==> src/rtl/div_seq.sv <==
// Sequential restoring divider for DIV/DIVU; one quotient bit per cycle on operand magnitudes.
// Latency: WIDTH cycles from the acceptance edge to the done pulse; q/r/div_zero registered.
// Backpressure: start is ignored while busy=1 (no queuing); a start during the done cycle is accepted.
//
// Ports:
//   clock, reset      rising-edge clock, asynchronous active-high reset
//   start, signed_op  request (accepted when busy=0) and signed/unsigned mode
//   dividend, divisor operands, sampled only at the acceptance edge
//   q, r              quotient / remainder, held until the next operation completes
//   busy, done        iterating flag, one-cycle completion pulse
//   div_zero          completed operation had a zero divisor
module div_seq #(
  parameter int WIDTH = 32,
  parameter int CNT_W = $clog2(WIDTH + 1)
) (
  input  logic             clock,
  input  logic             reset,
  input  logic             start,
  input  logic             signed_op,
  input  logic [WIDTH-1:0] dividend,
  input  logic [WIDTH-1:0] divisor,
  output logic [WIDTH-1:0] q,
  output logic [WIDTH-1:0] r,
  output logic             busy,
  output logic             done,
  output logic             div_zero
);

  typedef enum logic {IDLE, RUN} state_t;

  state_t           state_q, state_d;
  logic [CNT_W-1:0] cnt_q, cnt_d;
  logic [WIDTH:0]   rem_q, rem_d;     // partial remainder
  logic [WIDTH-1:0] quo_q, quo_d;     // dividend magnitude shifting out, quotient shifting in
  logic [WIDTH-1:0] dvs_q, dvs_d;     // divisor magnitude
  logic [WIDTH-1:0] dvd_q, dvd_d;     // original dividend, returned as r on divide-by-zero
  logic             negq_q, negq_d;
  logic             negr_q, negr_d;
  logic             zero_q, zero_d;
  logic [WIDTH-1:0] qres_q, qres_d;
  logic [WIDTH-1:0] rres_q, rres_d;
  logic             done_q, done_d;
  logic             dz_q, dz_d;

  // One restoring step. The trial difference is one bit wider than the
  // partial remainder so its MSB is the borrow (negative result).
  logic [WIDTH+1:0] trial_w;
  logic [WIDTH:0]   shifted_w;
  logic [WIDTH:0]   rem_step;
  logic [WIDTH-1:0] quo_step;

  always_comb begin
    shifted_w = {rem_q[WIDTH-1:0], quo_q[WIDTH-1]};
    trial_w   = {rem_q, quo_q[WIDTH-1]} - {2'b00, dvs_q};
    rem_step  = trial_w[WIDTH+1] ? shifted_w : trial_w[WIDTH:0];
    quo_step  = {quo_q[WIDTH-2:0], ~trial_w[WIDTH+1]};
  end

  always_comb begin
    state_d = state_q;
    cnt_d   = cnt_q;
    rem_d   = rem_q;
    quo_d   = quo_q;
    dvs_d   = dvs_q;
    dvd_d   = dvd_q;
    negq_d  = negq_q;
    negr_d  = negr_q;
    zero_d  = zero_q;
    qres_d  = qres_q;
    rres_d  = rres_q;
    dz_d    = dz_q;
    done_d  = 1'b0;

    unique case (state_q)
      IDLE: begin
        if (start) begin
          state_d = RUN;
          quo_d   = (signed_op && dividend[WIDTH-1]) ? -dividend : dividend;
          dvs_d   = (signed_op && divisor[WIDTH-1])  ? -divisor  : divisor;
          dvd_d   = dividend;
          negq_d  = signed_op & (dividend[WIDTH-1] ^ divisor[WIDTH-1]);
          negr_d  = signed_op & dividend[WIDTH-1];
          zero_d  = (divisor == '0);
          rem_d   = '0;
          cnt_d   = CNT_W'(WIDTH);
        end
      end
      RUN: begin
        rem_d = rem_step;
        quo_d = quo_step;
        cnt_d = cnt_q - CNT_W'(1);
        if (cnt_q == CNT_W'(1)) begin
          // Last step: write back directly from this step's result.
          state_d = IDLE;
          done_d  = 1'b1;
          dz_d    = zero_q;
          if (zero_q) begin
            qres_d = '1;
            rres_d = dvd_q;
          end else begin
            qres_d = negq_q ? -quo_step : quo_step;
            rres_d = negr_q ? -rem_step[WIDTH-1:0] : rem_step[WIDTH-1:0];
          end
        end
      end
      default: state_d = IDLE;
    endcase
  end

  always_ff @(posedge clock or posedge reset) begin
    if (reset) begin
      state_q <= IDLE;
      cnt_q   <= '0;
      rem_q   <= '0;
      quo_q   <= '0;
      dvs_q   <= '0;
      dvd_q   <= '0;
      negq_q  <= 1'b0;
      negr_q  <= 1'b0;
      zero_q  <= 1'b0;
      qres_q  <= '0;
      rres_q  <= '0;
      done_q  <= 1'b0;
      dz_q    <= 1'b0;
    end else begin
      state_q <= state_d;
      cnt_q   <= cnt_d;
      rem_q   <= rem_d;
      quo_q   <= quo_d;
      dvs_q   <= dvs_d;
      dvd_q   <= dvd_d;
      negq_q  <= negq_d;
      negr_q  <= negr_d;
      zero_q  <= zero_d;
      qres_q  <= qres_d;
      rres_q  <= rres_d;
      done_q  <= done_d;
      dz_q    <= dz_d;
    end
  end

  assign q        = qres_q;
  assign r        = rres_q;
  assign busy     = (state_q == RUN);
  assign done     = done_q;
  assign div_zero = dz_q;

endmodule

==> config.mk <==
export PLATFORM = sky130hd
export DESIGN_NAME = div_seq
export DESIGN_NICKNAME = d
export VERILOG_FILES = /design/src/rtl/div_seq.sv
export SDC_FILE = /design/constraint.sdc
export NUM_CORES = 1
export LEC_CHECK = 0
export ABC_CLOCK_PERIOD_IN_PS = 15090
export CORE_MARGIN = 2
export CORE_UTILIZATION = 40
export CTS_CLUSTER_DIAMETER = 120
export DETAILED_ROUTE_END_ITERATION = 8
export PLACE_DENSITY = 0.67
export SLEW_MARGIN = 10
export SYNTH_ARGS = -nofsm -noshare
export SYNTH_HDL_FRONTEND = slang
export SYNTH_SLANG_ARGS = --single-unit
==> constraint.sdc <==
create_clock -name clock -period 15.09 [get_ports clock]
set_input_delay 1.509 -clock clock [delete_from_list [all_inputs] [get_ports clock]]
set_output_delay 1.509 -clock clock [all_outputs]
set_load 0.01 [all_outputs]
==> summary.md <==
| Metric | Value |
|---|---|
| Total track usage | `0.218` |
| Endpoints failing setup | `0` |
| Relative slew slack | `0.281` |
| Fin. Hold Viols | `0` |
| Avg Cell Area, Syn | `8.44 um^2` |
| Clock slew seen by the registers of the worst setup and hold paths | `0.06 ns` |
| Die Y | `188 um` |
| Setup TNS | `0 ns` |
| Worst IR drop on VDD | `0.000129 V` |
| WL final | `38800 um` |
| Number of global-route vias before repair | `11357` |
| CTS tree | `done` |
| Startpoint of the worst hold path | `dvs_q[21]` |
| Initial drt markers | `1121` |
| Hpwl dp | `28400 um` |
| CP max FO | `31` |
| Initial antenna violation count | `0` |
| CP Data Arrival Time | `6.34 ns` |
| Worst R2R Setup Slack | `9.14 ns` |
| Cell Area, Synth | `13500 um^2` |
| Cell count after placement | `2102` |
| Top-area cell type share of the netlist area | `0.379` |
| Largest cells by area after synthesis | `dfrtp_1 38%, o21ai_0 6.9%, nand2_1 5.6%` |
| Clock buffer count from CTS | `25` |
| Layout cell share with drive strength beyond 1 | `0.0730` |
| Syn_nets | `1709` |
| # diodes | `0` |
| Hold path cells | `2` |
| H-tree depth | `1` |
| Clock Power Share | `0.135` |
| Ys async rst share | `1.00` |
| Placed cell areas | `15200 um^2` |
| Post-route insts no fill | `2146` |
| GR Overflow Total | `0` |
| Number of synthesized flops with an enable pin | `0` |
| Die Width | `188 um` |
| Largest net degree at the start of global routing | `142` |
| Hold crit path type | `register to register` |
| Routed wire length per instance | `18.1 um` |
| Via density | `5.59` |
| Num ports | `135` |
| Leakage | `6.71 nW` |
| Hold buffer count at cts | `0` |
| Area grow syn2layout | `18.1%` |
| RSZ-0062 raised after global routing | `false` |
| Pint | `2.30 mW` |
| Die area | `35300 um^2` |
| FF-to-FF path depth | `20` |
| # Max-Cap Violations | `0` |
| Post-CTS Setup Inserts | `0` |
| Starting density of the core | `0.404` |
| Routability Congestion | `0.917` |
| Antenna-violating nets left | `0` |
| Port Buf Inserts | `134` |
| Clock Path Buffers | `3` |
| CP Class | `register to register` |
| Core area | `33400 um^2` |
| Worst setup SP type | `register` |
| Max Transition Viols Final | `0` |
| Unique masters post-synth | `83` |
| Share of total power in combinational logic | `0.616` |
| Synth Register Bits | `205` |
| Synth Instances | `1602` |
| Clock Sinks | `205` |
| Yosys Warn Count | `0` |
| Endpoint, Worst Hold | `dvs_q[21]` |
| R2r endpoint | `r[28]` |
| Switching power | `2.12 mW` |
| Switching fraction of total power | `0.480` |
| Final Cycle Share | `0.394` |
| Main synth FF type | `dfrtp_1` |
| Worst Tran Pin Value | `1.08 ns` |
| Final Instance Area | `16000 um^2` |
| Row cnt | `67` |
| CTS resizes | `0` |
| PwrDens | `277 nW/um^2` |
| Seq/Total Area, Yosys | `0.379` |
| Synth area leader | `dfrtp_1` |
| # nets final | `1788` |
| Min Tclk post-route | `5.95 ns` |
| Fmax | `168 MHz` |
| Skew-Pair Late Insertion Delay | `0.54 ns` |
| First-pass GRT wire length | `62500 um` |
| Final Skew | `0.0222 ns` |
| DR pass1 iterations | `5` |
| Root buf cell | `clkbuf_16` |
| Worst r2r src | `rem_q[10]` |
| Sequential share of power | `0.249` |
| DRC viols | `0` |
| Vias | `12006` |
| WP data required | `15.48 ns` |
| Crit. End Element | `register` |
| Outcome | `complete, no violations` |
==> per-stage QoR <==
stage	power [mW]	hold slack, ns	setup WS (ns)	utilization
after floorplan	2.94	0.449	7.99	-
after global placement	3.76	0.464	9.41	0.453
after detailed placement	3.78	0.470	9.24	0.453
after CTS	4.40	0.481	9.20	0.478
after global routing	4.77	0.507	8.65	0.478
final	4.42	0.473	9.14	0.478
==> placed cells by master, fill, tap and decap left out, drive strengths merged, types with 29 or more instances in the layout <==
cell type      instances
a21oi                125
clkbuf                33
clkdlybuf4s50        133
dfrtp                205
ha                    38
inv                   57
mux2                  41
mux2i                 34
nand2                202
nand2b                47
nor2                 116
nor3                  29
o21ai                203
or3                   29
xnor2                 56
xor2                  75
==> worst max path at each step <==
stage | cells past startpoint | startpoint | endpoint | slack (ns)
after detailed placement | 20 | rem_q[11] | r[28] | 9.24
final | 20 | rem_q[10] | r[28] | 9.14
after global routing | 20 | rem_q[11] | r[28] | 8.65
after CTS | 20 | rem_q[11] | r[28] | 9.20
after floorplan | 1 | reset | busy | 7.99
after global placement | 20 | rem_q[11] | r[28] | 9.41
==> kinds of logic (layout without fill, tap and decap cells) <==
group	count (synthesis)	after routing	synth area share
and+or+nand+nor	524	524	0.185
xor gates and xnor gates	131	131	0.0848
muxes	75	75	0.0593
buffers and inverters	150	246	0.0429
adders and majority gates	39	39	0.0366
DFF	205	205	0.379
AOI/OAI and AO/OA	478	478	0.212
==> registers in the layout, summed over array words and instances (netlist names) <==
signal,count
rem_q,33
dvd_q,32
dvs_q,32
q,32
quo_q,32
r,32
cnt_q,6
busy,1
div_zero,1
done,1
negq_q,1
negr_q,1
zero_q,1
==> metal layers <==
layer | wire [um] | vias up | share of wire | GRT usage
met3 | 2100 | 69 | 0.054 | 0.0270
li1 | - | 5837 | - | -
met2 | 17200 | 387 | 0.44 | 0.344
met4 | 1060 | 0 | 0.027 | 0.0633
met1 | 18400 | 5713 | 0.47 | 0.314
met5 | 0 | - | 0 | 0
==> power by group through the flow <==
stage               registers [mW]  clock network, mW  logic, mW
global placement              1.09                  0       2.67
global route                  1.14              0.628       3.01
floorplan                     1.04                  0       1.90
finish                        1.10              0.596       2.72
detailed placement            1.11                  0       2.68
CTS                           1.10              0.609       2.69
==> final cells by class <==
type | instances | area (um^2)
Clock buffer | 33 | 716
Multi-Input combinational cell | 1247 | 7830
Inverter | 57 | 221
Tap cell | 448 | 561
Fill cell | 3257 | 17500
Clock inverter | 11 | 101
Sequential cell | 205 | 5130
Timing Repair Buffer | 145 | 1420
==> worst max-delay path: stages (launching register included) <==
cell and delay, ns:
dfrtp_1 0.45, ha_1 0.49, nand4_2 0.21, nor3_2 0.23
o211ai_1 0.20, a2111oi_4 0.60, o21a_1 0.45, nor2_2 0.10
inv_2 0.45, mux2i_1 0.37, ha_1 0.27, inv_1 0.07
nor2_1 0.14, nand2_1 0.07, or3_1 0.30, and4_1 0.23
a21oi_1 0.19, nand4_1 0.22, o41ai_1 0.48, xor2_1 0.18
o22ai_1 0.09
==> cells in the mapped netlist (6+ instances only) <==
master and number:
mux2_2 41, a21o_1 15, nand3_1 17, o211ai_1 10, o21ai_0 187, nand4_1 11, o21ai_1 16, a31oi_1 19
nor4_1 15, or4_1 12, nor2_1 116, nor2b_1 6, dfrtp_1 205, and2_1 8, and3_1 8, o31ai_1 25
xnor2_1 56, o41ai_1 14, or3_1 28, xor2_1 75, nand2b_1 47, a211oi_1 6, o22ai_1 6, buf_2 14
a21oi_1 124, nor3_1 27, or2_2 6, mux2i_1 34, o21a_1 6, inv_1 54, clkbuf_1 73, ha_1 38
buf_1 6, nand2_1 202
(Power assumes the default switching activity.)
